**config.mk**
```make
export PLATFORM = sky130hd
export DESIGN_NAME = cache_bus_master
export DESIGN_NICKNAME = d
export VERILOG_FILES = /design/src/rtl/cache_bus_master.sv
export SDC_FILE = /design/constraint.sdc
export NUM_CORES = 1
export LEC_CHECK = 0
export ABC_AREA = 0
export CELL_PAD_IN_SITES_DETAIL_PLACEMENT = 1
export CELL_PAD_IN_SITES_GLOBAL_PLACEMENT = 1
export CORE_ASPECT_RATIO = 0.8
export CORE_MARGIN = 2
export CORE_UTILIZATION = 38
export DETAILED_ROUTE_END_ITERATION = 10
export PLACE_DENSITY = 0.84
export SETUP_SLACK_MARGIN = 0.02
export SYNTH_ARGS = -nofsm -noshare
export SYNTH_HDL_FRONTEND = slang
export SYNTH_SLANG_ARGS = --single-unit
```
**constraint.sdc**
```tcl
create_clock -name clock -period 2.2 [get_ports clock]
set_input_delay 0.44 -clock clock [delete_from_list [all_inputs] [get_ports clock]]
set_output_delay 0.44 -clock clock [all_outputs]
set_load 0.005 [all_outputs]
```
**src/rtl/cache_bus_master.sv**
```systemverilog
// rtl/cache_bus_master.sv - 4-line direct-mapped write-back cache driving the snoop/memory bus
module cache_bus_master #(
    parameter logic [1:0] ReadMiss  = 2'b01,
    parameter logic [1:0] WriteBack = 2'b10,
    parameter logic [1:0] Idle      = 2'b00,
    parameter int         MEM_WORDS = 7
) (
    input  logic       clock,
    input  logic       reset,
    input  logic       cpu_req,
    input  logic       cpu_we,
    input  logic [2:0] cpu_addr,
    input  logic [3:0] cpu_wdata,
    output logic [3:0] cpu_rdata,
    output logic       cpu_ready,
    output logic       cpu_hit,
    output logic       cpu_err,
    output logic [8:0] bus,
    input  logic [8:0] mem_q
);

    typedef enum logic [2:0] {
        S_IDLE, S_COMPARE, S_WB, S_RM, S_FILL, S_RESP
    } state_t;

    typedef enum logic [1:0] {
        L_I = 2'b00, L_S = 2'b01, L_M = 2'b10
    } line_state_t;

    state_t      state, next_state;
    line_state_t line_st   [4];
    logic        line_tag  [4];
    logic [3:0]  line_data [4];

    logic       req_we;
    logic [2:0] req_addr;
    logic [3:0] req_wdata;

    logic [1:0] idx;
    logic       tg;
    logic       is_hit, is_err, is_dirty;

    // Upper response bits carry no data; keep them visibly consumed.
    logic unused_mem_q;
    assign unused_mem_q = ^mem_q[8:4];

    assign idx      = req_addr[1:0];
    assign tg       = req_addr[2];
    assign is_err   = int'(req_addr) >= MEM_WORDS;
    assign is_hit   = (line_st[idx] != L_I) && (line_tag[idx] == tg);
    assign is_dirty = line_st[idx] == L_M;

    always_ff @(posedge clock) begin
        if (reset) state <= S_IDLE;
        else       state <= next_state;
    end

    always_comb begin
        next_state = state;
        case (state)
            S_IDLE:    if (cpu_req) next_state = S_COMPARE;
            S_COMPARE: begin
                if (is_err || is_hit) next_state = S_RESP;
                else if (is_dirty)    next_state = S_WB;
                else                  next_state = S_RM;
            end
            S_WB:      next_state = S_RM;
            S_RM:      next_state = S_FILL;
            S_FILL:    next_state = S_RESP;
            S_RESP:    next_state = S_IDLE;
            default:   next_state = S_IDLE;
        endcase
    end

    always_ff @(posedge clock) begin
        if (reset) begin
            for (int i = 0; i < 4; i++) begin
                line_st[i]   <= L_I;
                line_tag[i]  <= 1'b0;
                line_data[i] <= 4'h0;
            end
            req_we    <= 1'b0;
            req_addr  <= 3'b0;
            req_wdata <= 4'h0;
            cpu_rdata <= 4'h0;
            cpu_ready <= 1'b0;
            cpu_hit   <= 1'b0;
            cpu_err   <= 1'b0;
            bus       <= {Idle, 7'b0};
        end else begin
            cpu_ready <= 1'b0;
            cpu_hit   <= 1'b0;
            cpu_err   <= 1'b0;
            case (state)
                S_IDLE: begin
                    if (cpu_req) begin
                        req_we    <= cpu_we;
                        req_addr  <= cpu_addr;
                        req_wdata <= cpu_wdata;
                    end
                end
                S_COMPARE: begin
                    if (is_err) begin
                        cpu_ready <= 1'b1;
                        cpu_err   <= 1'b1;
                        cpu_rdata <= 4'h0;
                    end else if (is_hit) begin
                        cpu_ready <= 1'b1;
                        cpu_hit   <= 1'b1;
                        if (req_we) begin
                            line_data[idx] <= req_wdata;
                            line_st[idx]   <= L_M;
                            cpu_rdata      <= req_wdata;
                        end else begin
                            cpu_rdata <= line_data[idx];
                        end
                    end else if (is_dirty) begin
                        bus <= {WriteBack, line_tag[idx], idx, line_data[idx]};
                    end else begin
                        bus <= {ReadMiss, req_addr, 4'h0};
                    end
                end
                S_WB: bus <= {ReadMiss, req_addr, 4'h0};
                S_FILL: begin
                    // Write-allocate: the fetched word is replaced by the store data.
                    line_tag[idx] <= tg;
                    if (req_we) begin
                        line_data[idx] <= req_wdata;
                        line_st[idx]   <= L_M;
                        cpu_rdata      <= req_wdata;
                    end else begin
                        line_data[idx] <= mem_q[3:0];
                        line_st[idx]   <= L_S;
                        cpu_rdata      <= mem_q[3:0];
                    end
                    bus       <= {Idle, 7'b0};
                    cpu_ready <= 1'b1;
                end
                default: ;
            endcase
        end
    end

endmodule

```
# [After elaboration in Yosys (flattened, before gate mapping)]
# Memory sizes are Yosys's and may differ from the RTL's. A register that Yosys moved wholly into a read port is not among the register bits.
# Cells that the tools add are included.
# Widths: inputs -> output; s select.
[totals] memories=3 out_inout_bits=16 word_cells=96 regBits=27 ramBits=28
[mem_list] name="line_data" depth=4 word_bits=4 read_ports=1 rd_ports_with_merged_regs=1 wr=4 line_no="33" text="logic [3:0] line_data [4];"
[mem_list] name="line_st" depth=4 word_bits=2 read_ports=1 rd_ports_with_merged_regs=1 wr=4 line_no="31" text="line_state_t line_st [4];"
[mem_list] name="line_tag" depth=4 word_bits=1 read_ports=1 rd_ports_with_merged_regs=1 wr=4 line_no="32" text="logic line_tag [4];"
[op_classes] n_eq_ne=10 mux=54 n_lt_le_gt_ge=1 n_reduce_logical=14 bitwise=5
[ops] op="$mux 4" n=7
[ops] op="$mux 9" n=3
[ops] op="$pmux 9 s3" n=1
[ops] op="$mux 1" n=26
[ops] op="$mux 2" n=12
[ops] op="$pmux 3 s5" n=1
[ops] op="$pmux 4 s2" n=1
[ops] op="$eq 3x2->1 const B" n=2
[ops] op="$mux 3" n=2
[ops] op="$ne 2x2->1 const B" n=3
[ops] op="$or 1x1->1" n=4
[ops] op="$reduce_and 2->1" n=2
[ops] op="$reduce_bool 2->1" n=2
[ops] op="$reduce_or 2->1" n=2
[ops] op="$reduce_or 4->1" n=1
[ops] op="$eq 3x1->1 const B" n=1
[ops] op="$eq 3x3->1 const B" n=1
[ops] op="$ge 3x3->1 const B" n=1
[ops] op="$logic_not 3->1" n=1
[ops] op="$ne 3x3->1 const B" n=1
[ops] op="$reduce_and 3->1" n=1
[ops] op="$reduce_bool 3->1" n=1
[ops] op="$reduce_or 3->1" n=1
[ops] op="$eq 2x2->1 const B" n=1
[ops] op="other kinds (6)" n=6

# [Longest topological paths before layout]
[logic_depth] ltp_word=11 depth_mapped=7 mapped_depth_nobuf=6

# [Worst setup path before layout]
# OpenSTA, ideal clock, no wires.
[synth_path] path_kind="register to register" start="reg (tool-made name)" end="mem line_data[1][0], enable pin" synth_period_minus_slack_ns=2.277 path_stages_with_launch=7 required_ns=1.840 setup_slack_ns=-0.077 setup_time_ns=0.360 arrival_time_ns=1.917 cell_sequence="dfxtp_1 > buf_6 > mux4_2 > mux2i_1 > and3_1 > nand2_1 > o21bai_1"
[synth_lines] item="end, declared" line_no="33"

==> results.cfg <==
[worst_setup_path]
end_kind = flip-flop
critical_path_class = reg2reg
slowest_stage = mux4_2
critPathMaxStageDelay_ns = 0.54
critPathTopFamily = multiplexers
worst-path-buf-inv = 1
start_kind = flip-flop
path_max_fanout = 6
r2r_slack_ns = 0.02
path_cells = mux4_2 -> mux2i_2 -> and3_4 -> nand2_4 -> o21bai_1 -> buf_4
arrival_ns = 2.24
cp.required_ns = 2.26

[global_routing]
met2_usage = 0.333
grtUsageTotal = 0.206
top_usage_layer = met2
grt_max_degree = 24
grt_overflow = 0
grt_pass1_wl_mm = 11.4
antenna_found_initial = 0
use_met3 = 0.0748
grtUsageMet1 = 0.257
first_global_vias = 2201

[power]
p_sw_uw = 1050
p_per_area_nw_per_um2 = 980
seqPwrFrac = 0.395
pwr-share-clk = 0.323
total_power_uw = 3390
cellInternalPower_uw = 2340
comb_power_share = 0.283
ir_drop_v = 0.000296
leakagePower_uw = 0.00132
swShare = 0.309

[synth]
synth_top_area_share = 0.325
synth.distinct_cells = 45
syn_area_um2 = 2590
synth_ff_type = dfxtp_1
avgSynthCellArea_um2 = 10.7
yosys-top-cells-area = edfxtp_1 (32%), dfxtp_1 (22%), mux4_2 (6.1%)
synth_most_common_cell = nand2_1
post-synth-top-area-cell = edfxtp_1
yosys-top-cells-count = nand2_1 (31), dfxtp_1 (29), edfxtp_1 (28)
yosys_warnings = 0
synth_edf_count = 28
yosysSeqAreaShare = 0.549
synth_seq_cells = 57
syn_nets = 263
postSynth.asyncResetShare = 0
syn_inst = 243

[die]
die_h_um = 77.8
pin_count = 36
fp-row-count = 26
die_w_um = 96.3
start_util = 0.398
design.core.area_um2 = 6510
die_area_um2 = 7500

[finish]
final_area_um2 = 3460
finalNetCount = 321
drive_gt1_frac = 0.248
areaGrowthSynthToFinish_pct = 33.4
n_antenna_cell = 0

[detailed_routing]
first_pass_iters = 4
num_vias = 2080
ant_nets = 0
drt-initial-drc-count = 80
remaining_drc_errors = 0
drt-total-wl_mm = 7.44
viasPerCell = 5.33
wl_per_cell_um = 19.1

[sta]
fin_crit_ns = 2.18
max_freq_ghz = 0.459
setup_tns_ns = 0
setup_viol = 0
setup_slack_ns = 0.0198
hold_violations = 0
drv_slew = 0
rsz0062_at_grt = yes
period_share = 0.991
maxSlewHeadroom = 0.721
tightest_slew_ns = 0.416
fin_worst_skew_ns = 0.0121

[clocking]
clock-sinks = 57
cts_inserted_buffers = 9
cts_tree = yes
holdBufCountCts = 0
ctsRootBufferMaster = clkbuf_8
cts_max_level = 3
cts_buffer_depth = 2
clk_pin_slew_ns = 0.08
clkLatencyLatePin_ns = 0.35

[place]
post-dp-hpwl_mm = 5.10
gp_congestion = 0.812
place_area_um2 = 3140
io_buffer_count = 30
preCtsSetupSlack_ns = -0.0744

[min_path]
hold_class = reg2reg

[status]
outcome = finished, final reports clean

[run]
drv_cap = 0
==> cell usage in the layout, fill, tap and decap left out, types with 2 or more instances in the layout <==
| master | instances |
|---|---|
| a21o_1 | 2 |
| a21oi_1 | 14 |
| a22o_1 | 4 |
| a31o_2 | 4 |
| a31oi_1 | 2 |
| and2_1 | 2 |
| buf_4 | 32 |
| bufinv_16 | 2 |
| clkbuf_8 | 9 |
| clkdlybuf4s50_1 | 30 |
| clkinvlp_4 | 4 |
| dfxtp_1 | 28 |
| edfxtp_1 | 28 |
| inv_1 | 17 |
| mux2i_1 | 6 |
| mux4_2 | 7 |
| nand2_1 | 30 |
| nand2b_1 | 4 |
| nand3_1 | 2 |
| nor2_1 | 27 |
| nor2b_1 | 5 |
| nor3_1 | 3 |
| nor3_2 | 3 |
| o21a_1 | 4 |
| o21ai_0 | 2 |
| o21bai_1 | 2 |
| o22a_2 | 2 |
| o22ai_1 | 5 |
| o41ai_1 | 2 |
==> through the flow <==
step	utilization	instances	hold WS, ns
after global placement	0.483	369	0.438
after CTS	0.522	387	0.482
after floorplan	-	243	0.436
after global routing	0.531	390	0.513
final	0.531	390	0.479
after detailed placement	0.483	369	0.451
==> kinds of logic (layout without fill, tap and decap cells) <==
| group | count (synthesis) | after routing | synth area share |
|---|---|---|---|
| AOI/OAI and AO/OA | 55 | 55 | 0.158 |
| xor gates and xnor gates | 1 | 1 | 0.00338 |
| buffers and inverters | 32 | 95 | 0.0498 |
| DFF | 57 | 57 | 0.549 |
| muxes | 14 | 14 | 0.0879 |
| and+or+nand+nor | 84 | 84 | 0.152 |
==> repair_timing <==
| item | 4_1_cts | 5_1_grt |
|---|---|---|
| endpoints found under the hold margin | 0 | 0 |
| resized for setup | 4 | 8 |
| gates cloned | 0 | 0 |
| setup endpoints to repair | 44 | 43 |
| pin swaps | 1 | 2 |
| buffers inserted | 2 | 3 |
==> worst min-delay path, stage by stage, from the launching register on <==
cell,delay (ns)
dfxtp_1,0.32
inv_1,0.06
o22ai_1,0.06
==> power by group through the flow <==
stage	clock [uW]	sequential [uW]	combinational, uW
2_1_floorplan	0	1300	562
3_3_place_gp	0	1340	838
3_5_place_dp	0	1350	879
4_1_cts	1110	1330	913
5_1_grt	1160	1350	1040
6_report	1090	1340	958
==> routing by layer <==
metal,part of all wire,vias to the layer above
met2,0.49,50
li1,-,981
met5,0,-
met3,0.041,15
met4,0.024,0
met1,0.45,1034
==> worst paths after layout <==
path                              startpoint              end  depth (start not counted)
worst max register to register   line_tag[0]  line_data[0][2]                          6
worst min register to register  cpu_rdata[2]     cpu_rdata[2]                          2
worst min-delay path            cpu_rdata[2]     cpu_rdata[2]                          2
worst max-delay path             line_tag[0]  line_data[0][2]                          6
==> registers in the layout (all words and copies together), names as in the netlist, named ones only <==
signal,count
bus,9
line_data,16
req_we,1
req_addr,3
cpu_ready,1
line_st,8
cpu_hit,1
line_tag,4
req_wdata,4
state,3
cpu_err,1
cpu_rdata,4
==> layout make-up <==
| type | instances | area [um2] |
|---|---|---|
| inverters | 17 | 63.8 |
| clock buffers | 9 | 124 |
| multi-input cells | 154 | 1100 |
| fillers | 706 | 3050 |
| well taps | 84 | 105 |
| clock inverters | 7 | 95.1 |
| flip-flops and latches | 57 | 1430 |
| repair buffers | 62 | 541 |
No activity file was read; power rests on OpenSTA's default activity.
